[src/rtl/dmem_ctrl.sv]
// dmem_ctrl: RV32I load/store unit between the cpu and a word-wide data ram.
//   Loads: LB/LH/LW/LBU/LHU with sign or zero extension from the addressed lane.
//   Stores: SW writes the full word. SB/SH read the word, merge the lane, and write it back.
//   Misaligned accesses and illegal funct3 codes finish with cpu_err and have no memory effect.
//   Optional feature macro: DMEM_MMIO_EN adds a word-wide output register at MMIO_ADDR.
// Ports:
//   clk, reset                  clock and synchronous active-high reset
//   cpu_req/we/funct3/addr      request, sampled only while idle
//   cpu_wr_data, cpu_rd_data    store data in, extended load data out
//   cpu_ready, cpu_err          one-cycle completion pulse, with error flag
//   ram_addr/wr_sig/wr_data     word address, write strobe, write word
//   ram_rd_data                 read word, one cycle after ram_addr
//   mmio_out                    output register (0 without DMEM_MMIO_EN)
module dmem_ctrl #(
  parameter int          ADDR_WIDTH = 10,
  parameter logic [31:0] MMIO_ADDR  = 32'hFFFF_FFF0
) (
  input  logic                  clk,
  input  logic                  reset,
  input  logic                  cpu_req,
  input  logic                  cpu_we,
  input  logic [2:0]            cpu_funct3,
  input  logic [31:0]           cpu_addr,
  input  logic [31:0]           cpu_wr_data,
  output logic [31:0]           cpu_rd_data,
  output logic                  cpu_ready,
  output logic                  cpu_err,
  output logic [ADDR_WIDTH-1:0] ram_addr,
  output logic                  ram_wr_sig,
  output logic [31:0]           ram_wr_data,
  input  logic [31:0]           ram_rd_data,
  output logic [31:0]           mmio_out
);

  typedef enum logic [2:0] {IDLE, RD_WAIT, WR, MERGE_WR, ERR, DONE} state_t;

  state_t                state, state_next;
  logic                  we_q;
  logic [2:0]            f3_q;
  logic [ADDR_WIDTH+1:0] addr_q;
  logic [31:0]           data_q;   // store word, merged word, or load result
  logic                  mmio_q;

  // Request decode (only meaningful while idle)
  logic mmio_word_hit, mmio_sub_hit, req_err;
  logic unused_addr_bits;
  assign unused_addr_bits = ^cpu_addr[31:ADDR_WIDTH+2];

`ifdef DMEM_MMIO_EN
  assign mmio_word_hit = (cpu_addr == MMIO_ADDR) && (cpu_funct3 == 3'b010);
  assign mmio_sub_hit  = (cpu_addr[31:2] == MMIO_ADDR[31:2]) && (cpu_funct3 != 3'b010);
`else
  assign mmio_word_hit = 1'b0;
  assign mmio_sub_hit  = 1'b0;
`endif

  always_comb begin
    req_err = 1'b0;
    case (cpu_funct3)
      3'b000, 3'b100: req_err = 1'b0;
      3'b001, 3'b101: req_err = cpu_addr[0];
      3'b010:         req_err = (cpu_addr[1:0] != 2'b00);
      default:        req_err = 1'b1;
    endcase
    // BU/HU encodings have no store counterpart
    if (cpu_we && cpu_funct3[2]) req_err = 1'b1;
    if (mmio_sub_hit)            req_err = 1'b1;
  end

  // Lane extraction (loads) and lane merge (sub-word stores)
  logic [31:0] src_word, byte_sh, half_sh, load_val, lane_mask, lane_data, merged;

  always_comb begin
    src_word  = mmio_q ? mmio_out : ram_rd_data;
    byte_sh   = src_word >> {addr_q[1:0], 3'b000};
    half_sh   = src_word >> {addr_q[1], 4'b0000};
    case (f3_q)
      3'b000:  load_val = {{24{byte_sh[7]}}, byte_sh[7:0]};
      3'b100:  load_val = {24'h0, byte_sh[7:0]};
      3'b001:  load_val = {{16{half_sh[15]}}, half_sh[15:0]};
      3'b101:  load_val = {16'h0, half_sh[15:0]};
      default: load_val = src_word;
    endcase
    if (f3_q[0]) begin
      lane_mask = 32'h0000_FFFF << {addr_q[1], 4'b0000};
      lane_data = {2{data_q[15:0]}};
    end else begin
      lane_mask = 32'h0000_00FF << {addr_q[1:0], 3'b000};
      lane_data = {4{data_q[7:0]}};
    end
    merged = (ram_rd_data & ~lane_mask) | (lane_data & lane_mask);
  end

  // Next-state logic
  always_comb begin
    state_next = state;
    case (state)
      IDLE: begin
        if (cpu_req) begin
          if (req_err)                            state_next = ERR;
          else if (cpu_we && cpu_funct3 == 3'b010) state_next = WR;
          else                                    state_next = RD_WAIT;
        end
      end
      RD_WAIT:       state_next = we_q ? MERGE_WR : DONE;
      WR, MERGE_WR:  state_next = DONE;
      ERR, DONE:     state_next = IDLE;
      default:       state_next = IDLE;
    endcase
  end

  // State and datapath registers
  // NOTE: only state, the result register and mmio_out are reset; the captured
  // request fields are don't-care until the next accept overwrites them.
  always_ff @(posedge clk) begin
    if (reset) begin
      state  <= IDLE;
      data_q <= '0;
    end else begin
      state <= state_next;
      case (state)
        IDLE: if (cpu_req) begin
          we_q   <= cpu_we;
          f3_q   <= cpu_funct3;
          addr_q <= cpu_addr[ADDR_WIDTH+1:0];
          data_q <= cpu_we ? cpu_wr_data : 32'h0;
          mmio_q <= mmio_word_hit;
        end
        RD_WAIT: data_q <= we_q ? merged : load_val;
        default: ;
      endcase
    end
  end

`ifdef DMEM_MMIO_EN
  always_ff @(posedge clk) begin
    if (reset)                      mmio_out <= '0;
    else if (state == WR && mmio_q) mmio_out <= data_q;
  end
`else
  assign mmio_out = '0;
`endif

  // Outputs. The ram address follows the live request while idle so the read
  // data is already valid in RD_WAIT; the write strobe is masked by reset so an
  // interrupted read-modify-write never reaches the ram.
  assign ram_addr    = (state == IDLE) ? cpu_addr[ADDR_WIDTH+1:2] : addr_q[ADDR_WIDTH+1:2];
  assign ram_wr_data = data_q;
  assign ram_wr_sig  = !reset && ((state == MERGE_WR) || (state == WR && !mmio_q));
  assign cpu_ready   = (state == DONE) || (state == ERR);
  assign cpu_err     = (state == ERR);
  assign cpu_rd_data = (state == DONE && !we_q) ? data_q : 32'h0;

endmodule

[config.mk]
export PLATFORM = sky130hd
export DESIGN_NAME = dmem_ctrl
export DESIGN_NICKNAME = d
export VERILOG_FILES = /design/src/rtl/dmem_ctrl.sv
export SDC_FILE = /design/constraint.sdc
export NUM_CORES = 1
export LEC_CHECK = 0
export ABC_AREA = 1
export BUFFER_PORTS_ARGS = -buffer_cell sky130_fd_sc_hd__buf_2
export CORE_MARGIN = 2
export CORE_UTILIZATION = 35
export DETAILED_ROUTE_END_ITERATION = 16
export GPL_TIMING_DRIVEN = 0
export MAX_ROUTING_LAYER = met4
export PLACE_DENSITY = 0.65
export SYNTH_ARGS = -nofsm -noshare
export SYNTH_HDL_FRONTEND = slang
export SYNTH_SLANG_ARGS = --single-unit
[constraint.sdc]
create_clock -name clk -period 2.67 [get_ports clk]
set_input_delay 0.534 -clock clk [delete_from_list [all_inputs] [get_ports clk]]
set_output_delay 0.534 -clock clk [all_outputs]
set_load 0.01 [all_outputs]
==> results of run 1 <==
-- synth_stat cells (all sizes together) --
| cell type | count | area share [%] |
|---|---|---|
| clkinv | 1 | 0.085 |
| nor3 | 2 | 0.34 |
| o22ai | 1 | 0.14 |
| a21oi | 43 | 5.7 |
| inv | 123 | 10 |
| o21a | 1 | 0.17 |
| a31oi | 1 | 0.14 |
| buf | 53 | 8.3 |
| conb | 1 | 0.085 |
| nand4 | 1 | 0.14 |
| o21ai | 61 | 7.0 |
| dfxtp | 35 | 16 |
| nand2 | 273 | 24 |
| nand3 | 86 | 9.9 |
| edfxtp | 16 | 11 |
| clkbuf | 16 | 1.4 |
| nor2 | 55 | 5.3 |
| o211ai | 2 | 0.34 |
-- stage by stage --
step                util [%]  hold slack (ns)  area, um2
global placement        45.5            0.547       5530
finish                  47.0            0.420       5720
CTS                     47.0            0.418       5720
detailed placement      45.5            0.555       5530
floorplan                  -            0.547       4520
global route            47.0            0.418       5720
-- critical path: stages, from the launching register on --
cell,delay (ns)
edfxtp_1,0.38
inv_1,0.20
nand3_1,0.30
clkbuf_1,0.38
nor2_1,0.28
buf_2,0.17
-- cell usage in the layout, fill, tap and decap left out, drive strengths merged --
cell and count:
o211ai 2, clkinv 1, a31oi 1, nand2 273, nor3 2, nand4 1
o21ai 61, conb 32, o22ai 1, dfxtp 35, clkbuf 22, a21oi 43
nor2 55, nand3 86, edfxtp 16, buf 212, o21a 1, inv 123
bufinv 2
-- worst max-delay path by stage --
stage	startpoint	cells after the start	to
2_1_floorplan	state[1]	4	addr_q[0]
3_3_place_gp	cpu_req	4	addr_q[11]
3_5_place_dp	cpu_req	4	addr_q[9]
4_1_cts	state[1]	4	f3_q[0]
5_1_grt	we_q	5	cpu_rd_data[15]
6_report	we_q	5	cpu_rd_data[15]
-- layer usage --
| layer | wire length, um | up-vias |
|---|---|---|
| li1 | - | 2724 |
| met1 | 7100 | 2362 |
| met2 | 7560 | 256 |
| met3 | 1420 | 26 |
| met4 | 384 | 0 |
| met5 | 0 | - |
-- where the power goes --
group	switching [W]	internal (W)	total (W)
sequential	0.0000600	0.000878	0.000938
clock	0.000306	0.000538	0.000844
combinational	0.000548	0.000316	0.000864
total	0.000913	0.00173	0.00265
-- final cells by class --
cell class,instances,area [um2]
Tap cell,168,210
Buffer,69,429
Sequential cell,51,1180
Timing Repair Buffer,159,796
Inverter,124,465
Clock buffer,6,129
Fill cell,1387,6440
Multi-Input combinational cell,558,2450
Clock inverter,2,60.1
-- logic make-up (layout without fill, tap and decap cells) --
family / after synthesis / count (layout) / synth area share (%)
AOI/OAI and AO/OA: 109 / 109 / 13.5
buffers and inverters: 193 / 360 / 20.3
DFF: 51 / 51 / 26.8
other: 1 / 32 / 0.0851
and+or+nand+nor: 417 / 417 / 39.3
==> metrics.cfg, run 1 <==
[hold_path]
worstHoldEndpoint=addr_q[5]
hold_path_class=in2reg
hold_depth=1
min_from=cpu_addr[5]

[clocking]
path_clk_slew_ns=0.07
clkSinkCount=51
cts-resized-gates=0
cts_buffer_depth=2
cts_buffers=5
clkLatencyLatePin_ns=0.30
tritoncts=done
cts_hold_buf=0
htree_levels=2
cts_setup_buffers=0
ctsRootBufferMaster=clkbuf_16

[floorplan]
fp.dieH_um=116
core_area_um2=12200
initial_utilization_pct=36.2
die-area_um2=13500
rows=40
ios=212
die_w_um=116

[pwr]
ir_drop_v=0.000361
p_per_area_nw_per_um2=463
p_leak_nw=3.35
power_w=0.00265

[setup_path]
cp_data_required_time_ns=2.14
worstPathArrival_ns=2.01
critPathLaunchType=register
rrSetupSlack_ns=0.47
critPathKind=reg2out
r2r_end=addr_q[4]
cp_max_fo=10
reg2reg_from=state[1]
end_kind=output port
rr_worst_depth=4

[cells_and_area]
nNetsFinal=1071
area_growth_pct=29.8
fin_cells=1137
drive_gt1_share_pct=26.6
antenna_cells=0

[global_route]
grt_usage_pct=24.7
use_met1_pct=32.8
met3_usage_pct=3.32
antenna_found_initial=0
grt_pass1_vias=4710
grt_use_met2_pct=39.0
grt_start_max_net_pins=17
grt_pass1_wl_mm=24.7
busiest_layer=met2
grt-ovfl-total=0

[logic_synthesis]
synth_area_um2=4410
netlist_instances=771
ys_seq_area_share_pct=26.8
yosysWarnings=0
synth-seq-cells=51
avgSynthCellArea_um2=5.72
synth.distinct_cells=32

[route]
firstDrtPassIters=5
wl_per_cell_um=14.5
vias=5368
routed_wl_mm=16.5
viasPerCell=4.72
remaining_drc_errors=0
ant_nets=0
drt_iter0_drc=436

[timing]
fin_setup_tns_ns=0
hold_violations=0
skew_ns=0.0116
rsz0062_at_grt=no
max-slew-margin-rel_pct=47.2
period_share_pct=95.3
fmax_ghz=0.393
period_needed_ns=2.54
worst_slack_ns=0.126
setup_viol=0
drv_slew=0
worst_slew_pin_slew_ns=0.792

[placement]
detailed_place_hpwl_mm=12.9
place.gp.congestion=0.983
place_inst=1129
dp_slack_ns=0.0338
portBuffers=159

[job]
drv_cap=0

[run_status]
status=finished, final reports clean

Power figures use the tool's default switching activity.
==> run 2: changes to the inputs <==
--- a/config.mk
+++ b/config.mk
@@ -12,7 +12,7 @@
 export DETAILED_ROUTE_END_ITERATION = 16
 export GPL_TIMING_DRIVEN = 0
 export MAX_ROUTING_LAYER = met4
-export PLACE_DENSITY = 0.65
+export RECOVER_POWER = 50
 export SYNTH_ARGS = -nofsm -noshare
 export SYNTH_HDL_FRONTEND = slang
 export SYNTH_SLANG_ARGS = --single-unit
==> run 2 against run 1 <==
Setup slack better by 0.0023 ns. Wire length is 0.13% lower. Clock skew is 0.0035 ns lower.
==> metrics.cfg, run 2 (synthesis gave the netlist of run 1 again) <==
[global_route]
grt_usage_pct=24.8  ; +0.12 points
use_met1_pct=32.8  ; about the same
grt-ovfl-total=0  ; unchanged
grt_pass1_vias=4742  ; +0.68%
met3_usage_pct=3.37  ; +0.052 points
grt_start_max_net_pins=17  ; unchanged
busiest_layer=met2
antenna_found_initial=0  ; unchanged
grt_use_met2_pct=40.2  ; +1.1 points
grt_pass1_wl_mm=24.8  ; +0.25%

[timing]
fmax_ghz=0.393  ; about the same
hold_violations=0  ; unchanged
period_share_pct=95.2  ; about the same
setup_viol=0  ; unchanged
rsz0062_at_grt=no
max-slew-margin-rel_pct=40.3  ; -6.8 points
period_needed_ns=2.54  ; -0.00226 ns
worst_slack_ns=0.128  ; +0.00226 ns
drv_slew=0  ; unchanged
skew_ns=0.00812  ; -0.00352 ns
worst_slew_pin_slew_ns=0.886  ; +0.0941 ns
fin_setup_tns_ns=0  ; unchanged

[clocking]
clkSinkCount=51  ; unchanged
ctsRootBufferMaster=clkbuf_16
cts_buffer_depth=2  ; unchanged
cts_hold_buf=0  ; unchanged
cts_buffers=5  ; unchanged
htree_levels=2  ; unchanged
path_clk_slew_ns=0.07  ; about the same
cts_setup_buffers=0  ; unchanged
tritoncts=done
cts-resized-gates=0  ; unchanged
clkLatencyLatePin_ns=0.30  ; about the same

[run_status]
status=finished, final reports clean

[cells_and_area]
drive_gt1_share_pct=21.5  ; -5.2 points
area_growth_pct=28.3
fillers=1460  ; +5.3%
final_util_pct=46.5  ; -0.56 points
final_common_cell=nand2_1
nNetsFinal=1071  ; unchanged
final_area_um2=5650  ; -1.2%
fin_cells=1137  ; unchanged
layout_common_cells=nand2_1, buf_2, inv_1
antenna_cells=0  ; unchanged

[setup_path]
cp_data_required_time_ns=2.14  ; about the same
critPathKind=reg2out
end_kind=output port
worstPathArrival_ns=2.01  ; about the same
cp_max_fo=10  ; unchanged
critPathLaunchType=register

[pwr]
p_leak_nw=3.19  ; -4.8%
combPwrFrac_pct=31.9  ; -0.7 points
p_per_area_nw_per_um2=467  ; +0.91%
seqPwrFrac_pct=35.6  ; about the same
internal_power_w=0.00171  ; -1.2%
p_sw_share_pct=35.1  ; +0.59 points
ir_drop_v=0.000241  ; -33%
pwr-share-clk_pct=32.6  ; +0.7 points
p_sw_w=0.000927  ; +1.4%

[floorplan]
die_w_um=116  ; unchanged
ios=212  ; unchanged
initial_utilization_pct=36.2  ; unchanged
die-area_um2=13500  ; unchanged
rows=40  ; unchanged
core_area_um2=12200  ; unchanged
fp.dieH_um=116  ; unchanged

[placement]
detailed_place_hpwl_mm=13.0  ; +0.60%
portBuffers=159  ; unchanged
dp_slack_ns=0.0527  ; +0.0189 ns
placed_cell_area_um2=5530  ; unchanged
place.gp.congestion=0.974  ; -0.90%
place_inst=1129  ; unchanged

[job]
drv_cap=0  ; unchanged

[route]
remaining_drc_errors=0  ; unchanged
ant_nets=0  ; unchanged
wl_per_cell_um=14.5  ; -0.13%
routed_wl_mm=16.4  ; -0.13%
viasPerCell=4.64  ; -1.8%
vias=5272  ; -1.8%
firstDrtPassIters=5  ; unchanged
drt_iter0_drc=402  ; -7.8%

[hold_path]
hold_path_class=in2reg

run 2: cell types whose count changed in the layout (fill, tap and decap cells not counted), sizes merged:
cell,delta
buf,-44
clkbuf,+43
clkinvlp,+1
run 2: layer usage:
metal	vias up	routed length [um]
met5	-	0
met4	0	260
met3	21	1190
met2	217	7520
met1	2319	7460
li1	2715	-
run 2: final cells by class:
type	count	area, um2	share of cell area [%]
plain buffers	69	422	7.46
clock buffers	5	125	2.21
clock inverters	3	67.6	1.19
inverters	124	465	8.23
multi-input cells	558	2440	43.1
flip-flops and latches	51	1180	20.9
well taps	168	210	3.72
repair buffers	159	746	13.2
run 2: power groups by stage:
stage	sequential, W	combinational [W]	clock [W]
floorplan	0.000967	0.000526	0
global placement	0.000954	0.000853	0
detailed placement	0.000954	0.000854	0
CTS	0.000937	0.000857	0.000870
global route	0.000949	0.000946	0.000899
finish	0.000938	0.000841	0.000860
run 2: critical path, cell delays in order, from the launching register on:
cell and delay (ns):
edfxtp_1 0.39, inv_1 0.20, nand3_1 0.31, clkbuf_1 0.41, nor2_1 0.24, buf_2 0.16
run 2: final timing paths:
check | startpoint | end | slack (ns) | cells past startpoint
min reg2reg | ram_wr_data[19] | ram_wr_data[19] | 0.57 | 2
max reg2reg | addr_q[1] | register | 0.32 | 8
max | we_q | cpu_rd_data[8] | 0.13 | 5
min | cpu_addr[3] | addr_q[3] | 0.42 | 1
run 2: per-stage QoR:
stage                     hold slack, ns  total power, W
after global routing               0.415         0.00279
after detailed placement           0.555         0.00181
after CTS                          0.418         0.00266
final                              0.422         0.00264
after floorplan                    0.547         0.00149
after global placement             0.550         0.00181
